**src/rtl/req_gnt_pkg.sv**
```systemverilog
// Shared types and helpers for the two-requester grant responder: FSM states, latency bounds, clamp.
// Pure declarations, no timing or flow-control behaviour of its own.
package req_gnt_pkg;

    typedef enum logic [1:0] {
        IDLE  = 2'd0,
        WAIT  = 2'd1,
        GRANT = 2'd2
    } state_t;

    localparam int unsigned LAT_W       = 6;
    localparam int unsigned MIN_LAT_DEF = 4;
    localparam int unsigned MAX_LAT_DEF = 32;

    function automatic logic [LAT_W-1:0] clamp_lat(
        input logic [LAT_W-1:0] lat,
        input int unsigned      min_lat,
        input int unsigned      max_lat
    );
        int unsigned l;
        l = {26'd0, lat};
        if (l < min_lat)
            return LAT_W'(min_lat);
        else if (l > max_lat)
            return LAT_W'(max_lat);
        else
            return lat;
    endfunction

endpackage

```
**src/rtl/req_gnt_lat_cnt.sv**
```systemverilog
// Loadable down-counter timing the request-to-grant wait; load has priority over decrement.
// Terminal-count flag is a decode of the counter register, stops at zero, no backpressure.
module req_gnt_lat_cnt
    import req_gnt_pkg::*;
(
    input  logic             clk,
    input  logic             rst,
    input  logic             load,
    input  logic [LAT_W-1:0] load_val,
    input  logic             dec,
    output logic             tc
);

    logic [LAT_W-1:0] cnt_q;

    always_ff @(posedge clk or posedge rst) begin
        if (rst)
            cnt_q <= '0;
        else if (load)
            cnt_q <= load_val;
        else if (dec && (cnt_q != '0))
            cnt_q <= cnt_q - LAT_W'(1);
    end

    assign tc = (cnt_q == '0);

endmodule

```
**src/rtl/req_gnt_responder.sv**
```systemverilog
// Two-requester round-robin responder: grant pulses one cycle after edge T+clamp(lat_cfg); all outputs registered.
// Requests are level-held until granted; dropping the winner aborts with err. Optional grant counter under RGR_STATS_EN.
module req_gnt_responder
    import req_gnt_pkg::*;
#(
    parameter int unsigned MIN_LAT = MIN_LAT_DEF,
    parameter int unsigned MAX_LAT = MAX_LAT_DEF,
    parameter int unsigned CNT_W   = 16
) (
    input  logic             clk,
    input  logic             rst,
    input  logic             req1,
    input  logic             req2,
    input  logic [LAT_W-1:0] lat_cfg,
    output logic             gnt1,
    output logic             gnt2,
    output logic             busy,
    output logic             err
`ifdef RGR_STATS_EN
    ,
    output logic [CNT_W-1:0] gnt_cnt
`endif
);

    state_t state_q, state_d;
    // winner: 0 = req1, 1 = req2. prio2: next tie goes to req2 (req1 granted last).
    logic winner_q, winner_d;
    logic prio2_q, prio2_d;
    logic gnt1_d, gnt2_d, busy_d, err_d;
    logic cnt_load, cnt_dec, cnt_tc;
    logic win_req;
    logic [LAT_W-1:0] lat_eff;

    // Counter holds Leff-1 after acceptance so terminal count lands on edge T+Leff.
    assign lat_eff = clamp_lat(lat_cfg, MIN_LAT, MAX_LAT) - LAT_W'(1);

    req_gnt_lat_cnt u_lat_cnt (
        .clk      (clk),
        .rst      (rst),
        .load     (cnt_load),
        .load_val (lat_eff),
        .dec      (cnt_dec),
        .tc       (cnt_tc)
    );

    assign win_req = winner_q ? req2 : req1;

    always_comb begin
        state_d  = state_q;
        winner_d = winner_q;
        prio2_d  = prio2_q;
        gnt1_d   = 1'b0;
        gnt2_d   = 1'b0;
        err_d    = 1'b0;
        cnt_load = 1'b0;
        cnt_dec  = 1'b0;
        case (state_q)
            IDLE: begin
                if (req1 || req2) begin
                    winner_d = (req1 && req2) ? prio2_q : req2;
                    cnt_load = 1'b1;
                    state_d  = WAIT;
                end
            end
            WAIT: begin
                if (!win_req) begin
                    err_d   = 1'b1;
                    state_d = IDLE;
                end else if (cnt_tc) begin
                    gnt1_d  = !winner_q;
                    gnt2_d  = winner_q;
                    prio2_d = !winner_q;
                    state_d = GRANT;
                end else begin
                    cnt_dec = 1'b1;
                end
            end
            GRANT:   state_d = IDLE;
            default: state_d = IDLE;
        endcase
        busy_d = (state_d != IDLE);
    end

    always_ff @(posedge clk or posedge rst) begin
        if (rst) begin
            state_q  <= IDLE;
            winner_q <= 1'b0;
            prio2_q  <= 1'b0;
            gnt1     <= 1'b0;
            gnt2     <= 1'b0;
            busy     <= 1'b0;
            err      <= 1'b0;
        end else begin
            state_q  <= state_d;
            winner_q <= winner_d;
            prio2_q  <= prio2_d;
            gnt1     <= gnt1_d;
            gnt2     <= gnt2_d;
            busy     <= busy_d;
            err      <= err_d;
        end
    end

`ifdef RGR_STATS_EN
    always_ff @(posedge clk or posedge rst) begin
        if (rst)
            gnt_cnt <= '0;
        else if ((gnt1_d || gnt2_d) && (gnt_cnt != '1))
            gnt_cnt <= gnt_cnt + CNT_W'(1);
    end
`endif

endmodule

```
**config.mk**
```make
export PLATFORM = sky130hd
export DESIGN_NAME = req_gnt_responder
export DESIGN_NICKNAME = d
export VERILOG_FILES = /design/src/rtl/req_gnt_pkg.sv /design/src/rtl/req_gnt_lat_cnt.sv /design/src/rtl/req_gnt_responder.sv
export SDC_FILE = /design/constraint.sdc
export NUM_CORES = 1
export LEC_CHECK = 0
export ABC_AREA = 1
export CAP_MARGIN = 25
export CORE_ASPECT_RATIO = 0.5
export CORE_MARGIN = 3
export CORE_UTILIZATION = 35
export CTS_CLUSTER_DIAMETER = 30
export DETAILED_ROUTE_END_ITERATION = 6
export GPL_ROUTABILITY_DRIVEN = 1
export MAX_ROUTING_LAYER = met4
export SKIP_LAST_GASP = 1
export SLEW_MARGIN = 20
export SYNTH_ARGS = -nofsm -noshare
export SYNTH_HDL_FRONTEND = slang
export SYNTH_HIERARCHICAL = 1
export SYNTH_SLANG_ARGS = --single-unit
export TNS_END_PERCENT = 100
```
**constraint.sdc**
```tcl
create_clock -name clk -period 1.6 [get_ports clk]
set_clock_uncertainty 0.15 [all_clocks]
set_input_delay 0.16 -clock clk [delete_from_list [all_inputs] [get_ports clk]]
set_output_delay 0.16 -clock clk [all_outputs]
set_load 0.005 [all_outputs]
```
==> out/results.txt <==
The CTS sink count is 14, and the detailed-routing iteration count for the pre-antenna-repair pass is 4. The logs give 1220 uW for the internal power summed over all cells and 3 for the number of CTS-inserted buffers. For this design the static power due to leakage is 0.000681 uW.

The worst hold slack after final layout is 0.0165 ns, and the total inserted antenna cells is 0. Global routing finished with a remaining overflow of 0. The power density normalized to cell area was 1560 nW/um2; the slack of the worst reg-to-reg path was 0.12 ns. Compared with the post-synthesis result, the final layout area differs by 40.4%. The horizontal die dimension came out at 78.7 um.

The detailed router finished its first iteration with 19 violations. The tools report the startpoint of the worst-slack reg-to-reg timing path as u_lat_cnt/cnt_q[0]. For the layout filler cell count, the log shows 230. The net load switching power came out at 802 uW. Dividing the detail-routed wire length by the instance count gives 9.82 um. Setup violations remaining at the end of the flow were counted as 0. The multi-input combinational cells in the finished layout cover a total of 503 um2. Reg-to-reg critical path endpoint: u_lat_cnt/cnt_q[3].

At the end of routability-driven placement, the weighted congestion stood at 0.782. H-tree depth reported by CTS: 1. The die is 42.4 um tall. The tools report the number of global-route vias before repair as 740.

The final cycle utilization of the critical path is 92.7%. The register area was 350 um2. Type of the setup path with the least slack: flop to flop. The maximum count of clock buffers along a single path is 2, and the number of routed nets with antenna violations is 0. The area of the placeable core is 2360 um2, and the total wire length is 1.88 mm. The via-per-instance ratio is 4.39. The cell sitting at the root of the clock tree is a sky130_fd_sc_hd__clkbuf_8.

Yosys printed 6 warnings. The run gives 0 as the initial antenna violation count. The capturing element type of the critical path was a flop.

For the estimated wirelength of the detail-placed design, the log shows 1.52 mm. Hold violation total from the final report: 0. Per report_power, the combinational group accounts for 52.5% of the total.

Synthesis produced 121 cells. Data on the critical path arrives at its endpoint at 1.52 ns. Entering global routing, the biggest net connects 9 pins. For the count of pins over their slew limit, the log shows 0.

After synthesis, the mean cell area works out to 7.65 um2. The effective utilization at floorplan was 39.3%. Worst-case vdd ir drop: 531 uV.

Counting flops and latches in the post-synthesis netlist gives 14. Across the run, the number of max-cap violations was 0. In the final design database the tool counted 170 nets.

The die covers 3340 um2. For the number of top-level pins, the log shows 14. Clock latency on the worst-skew pair, taken at its later pin, is 0.25 ns.

Derived from the worst setup path, the maximum achievable clock frequency is 674 MHz. In this run the worst path has a maximum fanout of 6. The final critical path time including I/O delays and setup came out at 1.48 ns. The clock transition at the registers of the reported paths came out at 0.06 ns. Data on the critical path is required at its endpoint by 1.64 ns. The total routing resource utilization after global routing came out at 13.4%. The tools report the global-route wire length before repair as 3.24 mm.

STA classifies the critical path startpoint as a flop. Path type of the worst min-delay path: input pin to async pin. The fraction of final layout cells sized beyond drive strength 1 was 28.2%; the total of buffers placed on input and output ports was 13.

The number of nets in the synthesized netlist is 134. Sequential elements use 37.8% of the synthesized area. The synthesized netlist occupies a cell area of 926 um2. Proportion of power drawn by the clock network: 17.4%. TritonCTS built the clock tree. Setup total negative slack on the finished layout was measured at 0 ns. Yosys mapped the design onto 22 distinct sky130hd cell types. The flow ran to the end, and the final reports show no timing, DRC or antenna violations. Counting cells, the worst reg-to-reg path comes to 9.

In the routed design, unresolved DRC markers number 0. In this run the core area contains 12 standard-cell rows. Of the total power, the share spent switching nets is 39.7%. Setup repair after global routing left no endpoint under its margin. The share of total power dissipated in sequential elements is 30.1%. Summing over every cut layer, the via total after detailed routing is 838.
==> worst max-delay path, stage by stage, from the launching register on <==
cell,delay (ns)
sky130_fd_sc_hd__dfrtp_1,0.35
sky130_fd_sc_hd__inv_1,0.06
sky130_fd_sc_hd__ha_1,0.21
sky130_fd_sc_hd__nand3_2,0.08
sky130_fd_sc_hd__inv_1,0.06
sky130_fd_sc_hd__nor2_2,0.15
sky130_fd_sc_hd__nand2_4,0.10
sky130_fd_sc_hd__nor2_4,0.12
sky130_fd_sc_hd__nand2_1,0.08
sky130_fd_sc_hd__nand3_2,0.06
==> cell usage in the layout (no fill, tap or decap) <==
| cell type | n |
|---|---|
| sky130_fd_sc_hd__a21oi_1 | 1 |
| sky130_fd_sc_hd__buf_4 | 19 |
| sky130_fd_sc_hd__clkbuf_8 | 4 |
| sky130_fd_sc_hd__clkdlybuf4s50_1 | 13 |
| sky130_fd_sc_hd__conb_1 | 1 |
| sky130_fd_sc_hd__dfrtp_1 | 14 |
| sky130_fd_sc_hd__ha_1 | 2 |
| sky130_fd_sc_hd__ha_2 | 1 |
| sky130_fd_sc_hd__inv_1 | 17 |
| sky130_fd_sc_hd__inv_2 | 3 |
| sky130_fd_sc_hd__nand2_1 | 33 |
| sky130_fd_sc_hd__nand2_4 | 2 |
| sky130_fd_sc_hd__nand3_1 | 7 |
| sky130_fd_sc_hd__nand3_2 | 6 |
| sky130_fd_sc_hd__nand4_1 | 5 |
| sky130_fd_sc_hd__nor2_1 | 8 |
| sky130_fd_sc_hd__nor2_2 | 3 |
| sky130_fd_sc_hd__nor2_4 | 3 |
| sky130_fd_sc_hd__nor3_1 | 1 |
| sky130_fd_sc_hd__o211ai_1 | 1 |
| sky130_fd_sc_hd__o21ai_0 | 2 |
| sky130_fd_sc_hd__o21ai_1 | 3 |
| sky130_fd_sc_hd__o21ai_2 | 3 |
| sky130_fd_sc_hd__xnor2_1 | 3 |
| sky130_fd_sc_hd__xor2_1 | 1 |
==> cell families after synthesis <==
logic type      after synthesis  synth area share, %
simple gates                 68                 38.4
buf+inv                      21                 8.65
flops                        14                 37.8
compound gates               10                 6.89
xor+xnor                      4                 3.78
fa+ha+maj                     3                 4.05
other cells                   1                0.405
==> metrics by stage <==
stage / worst slack (ns) / cells / instance area [um2] / total power, uW / util (%)
final: 0.117 / 191 / 1300 / 2020 / 55.1
after global routing: 0.00563 / 191 / 1300 / 2210 / 55.1
after CTS: 0.0583 / 191 / 1290 / 2050 / 54.8
after detailed placement: -0.160 / 187 / 1240 / 1670 / 52.5
after global placement: -0.142 / 187 / 1240 / 1660 / 52.5
after floorplan: 0.0996 / 121 / 926 / 1310 / -
==> flip-flops by register name, summed over array words and instances (netlist names) <==
signal / flops
err: 1
busy: 1
u_lat_cnt/cnt_q: 6
state_q: 2
winner_q: 1
gnt2: 1
prio2_q: 1
gnt1: 1
==> worst max-delay path by stage <==
stage                             from                 end  slack (ns)
floorplan           u_lat_cnt/cnt_q[0]  u_lat_cnt/cnt_q[0]         0.1
finish              u_lat_cnt/cnt_q[0]  u_lat_cnt/cnt_q[3]        0.12
detailed placement          lat_cfg[3]  u_lat_cnt/cnt_q[4]       -0.16
global placement            lat_cfg[3]  u_lat_cnt/cnt_q[4]       -0.14
global route        u_lat_cnt/cnt_q[1]  u_lat_cnt/cnt_q[4]       0.006
CTS                 u_lat_cnt/cnt_q[0]  u_lat_cnt/cnt_q[3]        0.06
==> layer usage <==
metal / routed length [um] / GRT usage, % / share of wire, % / vias to the layer above
met4: 0 / 6.27 / 0 / 0
met3: 89 / 4.51 / 4.7 / 0
met5: 0 / - / 0 / -
met1: 912 / 15.6 / 49 / 366
li1: - / - / - / 453
met2: 874 / 20.9 / 47 / 19
==> synth_stat cells (all sizes together) <==
cell type / number / area, um2
nand2: 35 / 146
inv: 20 / 75.1
dfrtp: 14 / 350
nor2: 14 / 77.6
nand3: 13 / 95.1
o21ai: 8 / 51.3
nand4: 5 / 31.3
ha: 3 / 37.5
xnor2: 3 / 26.3
a21oi: 1 / 5.00
buf: 1 / 5.00
conb: 1 / 3.75
nor3: 1 / 5.00
o211ai: 1 / 7.51
xor2: 1 / 8.76
==> final cells by class <==
type | count | share of cell area, %
multi-input cells | 86 | 38.7
flip-flops and latches | 14 | 26.9
repair buffers | 32 | 21.0
inverters | 20 | 5.77
clock buffers | 4 | 4.23
well taps | 35 | 3.37
==> power groups by stage <==
stage | logic [uW] | registers, uW | clock network, uW
floorplan | 704 | 603 | 0
global route | 1190 | 632 | 383
detailed placement | 1060 | 612 | 0
finish | 1060 | 609 | 352
global placement | 1060 | 608 | 0
CTS | 1070 | 611 | 369
==> what timing repair did <==
| item | in CTS | in global routing |
|---|---|---|
| buffers inserted | 0 | 0 |
| resized for setup | 0 | 3 |
| endpoints found under the hold margin | 0 | 0 |
| endpoints found under the setup margin | 0 | 5 |
| hold buffers | 0 | 0 |
Note: power is estimated with default switching activity, not from simulation.
